### src/rtl/mips_pkg.sv
`default_nettype none
// ============================================================================
//  Module      : mips_pkg
//  Description : Shared definitions for the MIPS data-side path. Holds the
//                default word address/data widths and the store-buffer entry
//                record used by the core, the store buffer and data memory.
//  Revision    : 1.0 - initial release
// ============================================================================
package mips_pkg;

    // Default word address and data widths of the data-memory port.
    localparam int c_ADDR_W = 32;
    localparam int c_DATA_W = 32;

    // One buffered store: a pending write of data to a word address.
    typedef struct packed {
        logic                valid;
        logic [c_ADDR_W-1:0] addr;
        logic [c_DATA_W-1:0] data;
    } sb_entry_t;

endpackage
`default_nettype wire

### src/rtl/sb_match.sv
`default_nettype none
// ============================================================================
//  Module      : sb_match
//  Description : DEPTH-way associative address compare for the store buffer.
//                Every valid entry's address is compared with a key. Returns
//                a hit flag and the one-hot index of the matching entry. The
//                buffer never holds two valid entries with the same address,
//                so the index has at most one bit set.
//  Ports       : i_addr   - entry addresses, one word per entry
//                i_valid  - per-entry enable (valid bit, optionally masked)
//                i_key    - address to look up
//                o_hit    - some enabled entry matches i_key
//                o_onehot - one bit per entry, set on match
//  Revision    : 1.0 - initial release
// ============================================================================
module sb_match
    import mips_pkg::*;
#(
    parameter int DEPTH  = 4,
    parameter int ADDR_W = c_ADDR_W
) (
    input  logic [DEPTH-1:0][ADDR_W-1:0] i_addr,
    input  logic [DEPTH-1:0]             i_valid,
    input  logic [ADDR_W-1:0]            i_key,
    output logic                         o_hit,
    output logic [DEPTH-1:0]             o_onehot
);

    for (genvar gi = 0; gi < DEPTH; gi++) begin : g_cmp
        assign o_onehot[gi] = i_valid[gi] && (i_addr[gi] == i_key);
    end

    assign o_hit = |o_onehot;

endmodule
`default_nettype wire

### src/rtl/store_buffer.sv
`default_nettype none
// ============================================================================
//  Module      : store_buffer
//  Description : Write-coalescing store buffer between the MIPS core data
//                port and a single-ported data memory. CPU stores are queued
//                in a FIFO and drained to memory on cycles where the core is
//                not loading (or whenever the buffer is full). Stores to an
//                address already buffered overwrite that entry in place.
//                Loads that hit a buffered address are forwarded from it.
//  Ports       : clk, rst_n        - clock, asynchronous active-low reset
//                WE, WA, WD        - CPU store request / address / data
//                RE, RA            - CPU load request / address
//                DataRD            - load data to CPU (combinational)
//                stall             - CPU must hold its request and retry
//                mem_addr, mem_we,
//                mem_wd            - data-memory address / write en / data
//                mem_rd            - data-memory read data (combinational)
//                empty             - no stores are buffered
//  Revision    : 1.0 - initial release
// ============================================================================
module store_buffer
    import mips_pkg::*;
#(
    parameter int DEPTH  = 4,          // power of two, 2..16
    parameter int ADDR_W = c_ADDR_W,
    parameter int DATA_W = c_DATA_W
) (
    input  logic              clk,
    input  logic              rst_n,
    input  logic              WE,
    input  logic [ADDR_W-1:0] WA,
    input  logic [DATA_W-1:0] WD,
    input  logic              RE,
    input  logic [ADDR_W-1:0] RA,
    output logic [DATA_W-1:0] DataRD,
    output logic              stall,
    output logic [ADDR_W-1:0] mem_addr,
    output logic              mem_we,
    output logic [DATA_W-1:0] mem_wd,
    input  logic [DATA_W-1:0] mem_rd,
    output logic              empty
);

    localparam int                 c_PTR_W   = $clog2(DEPTH);
    localparam logic [c_PTR_W:0]   c_FULL    = (c_PTR_W+1)'(DEPTH);
    localparam logic [c_PTR_W:0]   c_CNT_ONE = (c_PTR_W+1)'(1);
    localparam logic [c_PTR_W-1:0] c_PTR_ONE = c_PTR_W'(1);
    localparam logic [DEPTH-1:0]   c_ONE_1H  = DEPTH'(1);

    // ------------------------------------------------------------------
    // Entry storage and FIFO bookkeeping
    // ------------------------------------------------------------------
    logic [DEPTH-1:0][ADDR_W-1:0] r_addr;
    logic [DEPTH-1:0][DATA_W-1:0] r_data;
    logic [DEPTH-1:0]             r_valid;
    logic [c_PTR_W-1:0]           r_head;
    logic [c_PTR_W-1:0]           r_tail;
    logic [c_PTR_W:0]             r_count;

    logic                         w_full;
    logic                         w_drain;
    logic [DEPTH-1:0]             w_head_1h;
    logic [DEPTH-1:0]             w_st_valid;
    logic                         w_st_match;
    logic [DEPTH-1:0]             w_st_1h;
    logic                         w_st_hit;
    logic                         w_ld_hit;
    logic [DEPTH-1:0]             w_ld_1h;
    logic                         w_coalesce;
    logic                         w_enq;
    logic [DATA_W-1:0]            w_fwd_data;

    assign w_full  = (r_count == c_FULL);
    assign empty   = (r_count == '0);

    // The memory port is shared: a load owns it unless the buffer is full,
    // in which case the load is stalled and the oldest store drains.
    assign w_drain = !empty && (!RE || w_full);

    // The head entry retires this edge when draining, so a store to the
    // same address must not merge into it; it becomes a new entry instead.
    assign w_head_1h  = c_ONE_1H << r_head;
    assign w_st_valid = r_valid & ~(w_drain ? w_head_1h : '0);

    sb_match #(
        .DEPTH  (DEPTH),
        .ADDR_W (ADDR_W)
    ) u_st_match (
        .i_addr   (r_addr),
        .i_valid  (w_st_valid),
        .i_key    (WA),
        .o_hit    (w_st_match),
        .o_onehot (w_st_1h)
    );

    sb_match #(
        .DEPTH  (DEPTH),
        .ADDR_W (ADDR_W)
    ) u_ld_match (
        .i_addr   (r_addr),
        .i_valid  (r_valid),
        .i_key    (RA),
        .o_hit    (w_ld_hit),
        .o_onehot (w_ld_1h)
    );

    assign w_st_hit   = WE && w_st_match;
    assign stall      = w_full && ((WE && !w_st_hit) || RE);
    assign w_coalesce = w_st_hit && !stall;
    assign w_enq      = WE && !w_st_hit && !stall;

    // ------------------------------------------------------------------
    // Load forwarding: reads pre-edge contents, so a store issued in the
    // same cycle is not visible to the load.
    // ------------------------------------------------------------------
    always_comb begin
        w_fwd_data = '0;
        for (int i = 0; i < DEPTH; i++) begin
            if (w_ld_1h[i]) begin
                w_fwd_data = w_fwd_data | r_data[i];
            end
        end
    end

    assign DataRD   = (RE && !stall && w_ld_hit) ? w_fwd_data : mem_rd;

    // ------------------------------------------------------------------
    // Memory port
    // ------------------------------------------------------------------
    assign mem_we   = w_drain;
    assign mem_addr = w_drain ? r_addr[r_head] : RA;
    assign mem_wd   = w_drain ? r_data[r_head] : '0;

    // ------------------------------------------------------------------
    // Control state: valid bits, pointers, occupancy
    // ------------------------------------------------------------------
    always_ff @(posedge clk or negedge rst_n) begin
        if (!rst_n) begin
            r_valid <= '0;
            r_head  <= '0;
            r_tail  <= '0;
            r_count <= '0;
        end else begin
            // Drain and enqueue never touch the same slot: enqueue cannot
            // happen when full, and drain cannot happen when empty.
            if (w_drain) begin
                r_valid[r_head] <= 1'b0;
                r_head          <= r_head + c_PTR_ONE;
            end
            if (w_enq) begin
                r_valid[r_tail] <= 1'b1;
                r_tail          <= r_tail + c_PTR_ONE;
            end
            case ({w_enq, w_drain})
                2'b10:   r_count <= r_count + c_CNT_ONE;
                2'b01:   r_count <= r_count - c_CNT_ONE;
                default: r_count <= r_count;
            endcase
        end
    end

    // ------------------------------------------------------------------
    // Entry payload: qualified by the valid bits, so no reset is needed.
    // A coalesced store keeps its original slot and thus its drain order.
    // ------------------------------------------------------------------
    always_ff @(posedge clk) begin
        if (w_enq) begin
            r_addr[r_tail] <= WA;
            r_data[r_tail] <= WD;
        end
        for (int i = 0; i < DEPTH; i++) begin
            if (w_coalesce && w_st_1h[i]) begin
                r_data[i] <= WD;
            end
        end
    end

endmodule
`default_nettype wire

### config.mk
export PLATFORM = sky130hd
export DESIGN_NAME = store_buffer
export DESIGN_NICKNAME = d
export VERILOG_FILES = /design/src/rtl/mips_pkg.sv /design/src/rtl/sb_match.sv /design/src/rtl/store_buffer.sv
export SDC_FILE = /design/constraint.sdc
export NUM_CORES = 1
export LEC_CHECK = 0
export BUFFER_PORTS_ARGS = -buffer_cell sky130_fd_sc_hd__buf_4
export CAP_MARGIN = 5
export CORE_AREA = 2 2 205 146
export DETAILED_ROUTE_END_ITERATION = 8
export DIE_AREA = 0 0 207 148
export GPL_ROUTABILITY_DRIVEN = 0
export PLACE_DENSITY = 0.77
export SLEW_MARGIN = 10
export SYNTH_ARGS = -nofsm -noshare
export SYNTH_HDL_FRONTEND = slang
export SYNTH_SLANG_ARGS = --single-unit
### constraint.sdc
create_clock -name clk -period 5 [get_ports clk]
set_input_delay 0.25 -clock clk [delete_from_list [all_inputs] [get_ports clk]]
set_output_delay 0.25 -clock clk [all_outputs]
set_load 0.01 [all_outputs]
==> flow_summary.yaml <==
yosys:
  synthMuxAreaShare_pct: 14.7
  yosysWarnings: 0
  synth_compound_area_share_pct: 3.98
  synth_cell_types: 38
  ys_ff_latch: 267
  synth_edf_count: 256
  synth-async-reset-ratio_pct: 4.12
  synthAdderAreaFrac_pct: 0.851
  yosys-top-cells-area: "edfxtp_1, xnor2_1, mux4_2, nor2b_1, xor2_1"
  synth.most_common_cell: "edfxtp_1"
  syn_area_um2: 15600
  synth_top_cell_area_share_pct: 49.3
  synth_top_area_cell: "edfxtp_1"
  synth_ff_type: "edfxtp_1"
  synthCells: 1181
  synth_top_family_by_area: "multiplexers"
  synth_simple_gate_area_share_pct: 11.8
  synth_common_cells: "edfxtp_1, xnor2_1, nor2b_1"
  syn_area_per_cell_um2: 13.2
  syn-num-nets: 1323
  synth-xor-area-share_pct: 14.5
  ys_seq_area_share_pct: 51.1
global_route:
  antenna_found_initial: 1
  grt_max_degree: 53
  grt_usage_pct: 30.4
  overflow: 0
  grt_pass1_wl_um: 70000
  grt_pass1_vias: 10800
sta:
  period_minus_slack_ns: 4.08
  max_slew.worst_pin.slew_ns: 1.09
  relSlewSlack_pct: 26.6
  finalMaxSlewViolations: 0
  finalSetupViolCount: 0
  fin_setup_tns_ns: 0
  period_share_pct: 81.5
  timing.final.ws_setup_ns: 0.925
  fmax_mhz: 245
  hold_viol_final: 0
  finalClockSkew_ns: 0.0140
  whs_ns: 0.0223
  rsz0062_at_grt: "no"
critical_path:
  crit_top_cell: "buf_4"
  timing.rr.end: "r_data[29]"
  cp_slowest_cell: "edfxtp_1"
  worst-setup-path-type: "register to output port"
  max_stage_delay_ns: 0.46
  r2r_slack_ns: 1.17
  cp.required_ns: 4.75
  crit_start: "r_addr[28]"
  critical_path_arrival_ns: 3.83
  worstSetupStartpointType: "register"
  crit_chain: "xnor2_1 -> nand4_1 -> nor4_1 -> and4_1 -> buf_4 -> or4_1 -> nand3_2 -> buf_4 -> mux2_4 -> buf_4"
  path_max_fanout: 33
  endpoint_kind: "output port"
  reg2regPathDepth: 8
  endpoint: "DataRD[8]"
  reg2reg_from: "r_count[0]"
final_layout:
  area_delta_synth_final_pct: 20.5
  multi_input_area_um2: 7160
  nFillCells: 2129
  seq_area_um2: 7970
  nets: 1521
  design_area_um2: 18800
  drive_gt1_share_pct: 30.4
status:
  violations: "DRC"
  status: "finished with violations"
die:
  start_util_pct: 54.5
  die_w_um: 207
  ios: 231
  chipHeight_um: 148
  coreArea_um2: 28600
  num_rows: 52
  dieArea_um2: 30600
clocking:
  post_cts_buffers: 0
  cts.sink_count: 267
  cts-root-buf: "clkbuf_16"
  cts_made_buffers: 28
  path_clk_slew_ns: 0.06
  clk_latency_ns: 0.55
  cts_buffer_depth: 3
  cts_tree: "yes"
  htree_levels: 1
detailed_routing:
  drt-met1-wl_um: 19700
  wl_per_cell_um: 26.4
  dr.pass1.iters: 9
  num_vias: 11000
  vias_per_cell: 6.20
  drc: 6
  drt_iter0_drc: 1358
  drt_wl_total_um: 47000
  top_layer: "met4"
  wl_met3_um: 6160
  dr_wl_met2_um: 19900
  antenna_left: 0
place:
  dpl.hpwl_um: 32500
  dpl_cell_area_um2: 17500
  pre_cts_ws_ns: 1.27
  portBuffers: 230
power:
  p_leak_nw: 6.90
  fin_total_pwr_mw: 9.36
  power_density_nw_per_um2: 498
  vdd_drop_max_v: 0.000317
min_path:
  min_path_type: "input pin to register"
job:
  maxCapViolCount: 0
-- flip-flops by register name, summed over array words and instances (netlist names) --
| name | count |
|---|---|
| r_data | 128 |
| r_tail | 2 |
| r_count | 3 |
| r_addr | 128 |
| r_valid | 4 |
| r_head | 2 |
-- cell families (layout without fill, tap and decap cells) --
kind of cell / count (synthesis) / in the layout
other: 0 / 1
adders and majority gates: 10 / 10
and+or+nand+nor: 307 / 307
buffers and inverters: 126 / 346
DFF: 267 / 267
xor gates and xnor gates: 258 / 258
muxes: 129 / 129
AOI/OAI and AO/OA: 84 / 84
-- worst max-delay path, delay by kind of cell (launching register included) --
kind,cells,cell delay [ns]
xor gates and xnor gates,1,0.31
buffers and inverters,3,0.86
DFF,1,0.46
muxes,1,0.38
and+or+nand+nor,5,1.24
-- where the power goes --
group          internal (mW)  switching [mW]
logic                   1.76            1.93
clock network           1.25           0.871
registers               3.07           0.467
total                   6.09            3.27
-- stage by stage --
step | cells | util [%]
after floorplan | 1181 | -
after global placement | 1694 | 61.2
after detailed placement | 1694 | 61.2
after CTS | 1779 | 65.6
after global routing | 1780 | 65.6
final | 1780 | 65.6
-- per-layer routing --
layer | vias up | GRT usage [%]
met3 | 112 | 10.3
met1 | 5486 | 45.4
met5 | - | 0
met4 | 0 | 7.04
met2 | 741 | 42.8
li1 | 4703 | -
-- worst min path at each step --
stage | from | to | depth (start not counted)
finish | WD[13] | r_data[13] | 2
global route | WD[25] | r_data[57] | 2
global placement | rst_n | r_head[0] | 1
floorplan | rst_n | r_count[0] | 0
CTS | WD[16] | r_data[48] | 2
detailed placement | rst_n | r_count[1] | 1
-- layout by cell type (no fill, tap or decap), types with 30 or more instances in the layout --
master         netlist  routed
mux4_2              64      64
mux2_2              34      34
nand2_1             37      37
dlygate4sd3_1        0      33
nor2b_1            128     128
nand4_1             43      43
edfxtp_1           256     256
xnor2_1            169     169
xor2_1              89      89
and2_1              40      40
nor4_1              30      30
a22oi_1             64      64
mux2_4              30      30
buf_4                0     248
-- final cells by class --
| class | instances | area share [%] |
|---|---|---|
| Sequential cell | 267 | 42.4 |
| Multi-Input combinational cell | 788 | 38.1 |
| Timing Repair Buffer | 282 | 11.8 |
| Clock buffer | 32 | 3.92 |
| Tap cell | 378 | 2.52 |
| Clock inverter | 20 | 1.01 |
| Inverter | 12 | 0.240 |
| Antenna cell | 1 | 0.0133 |
-- timing repair --
item,in CTS,in global routing
hold endpoints to repair,139,0
resized for setup,0,0
hold buffers,33,0
(Power assumes the default switching activity.)
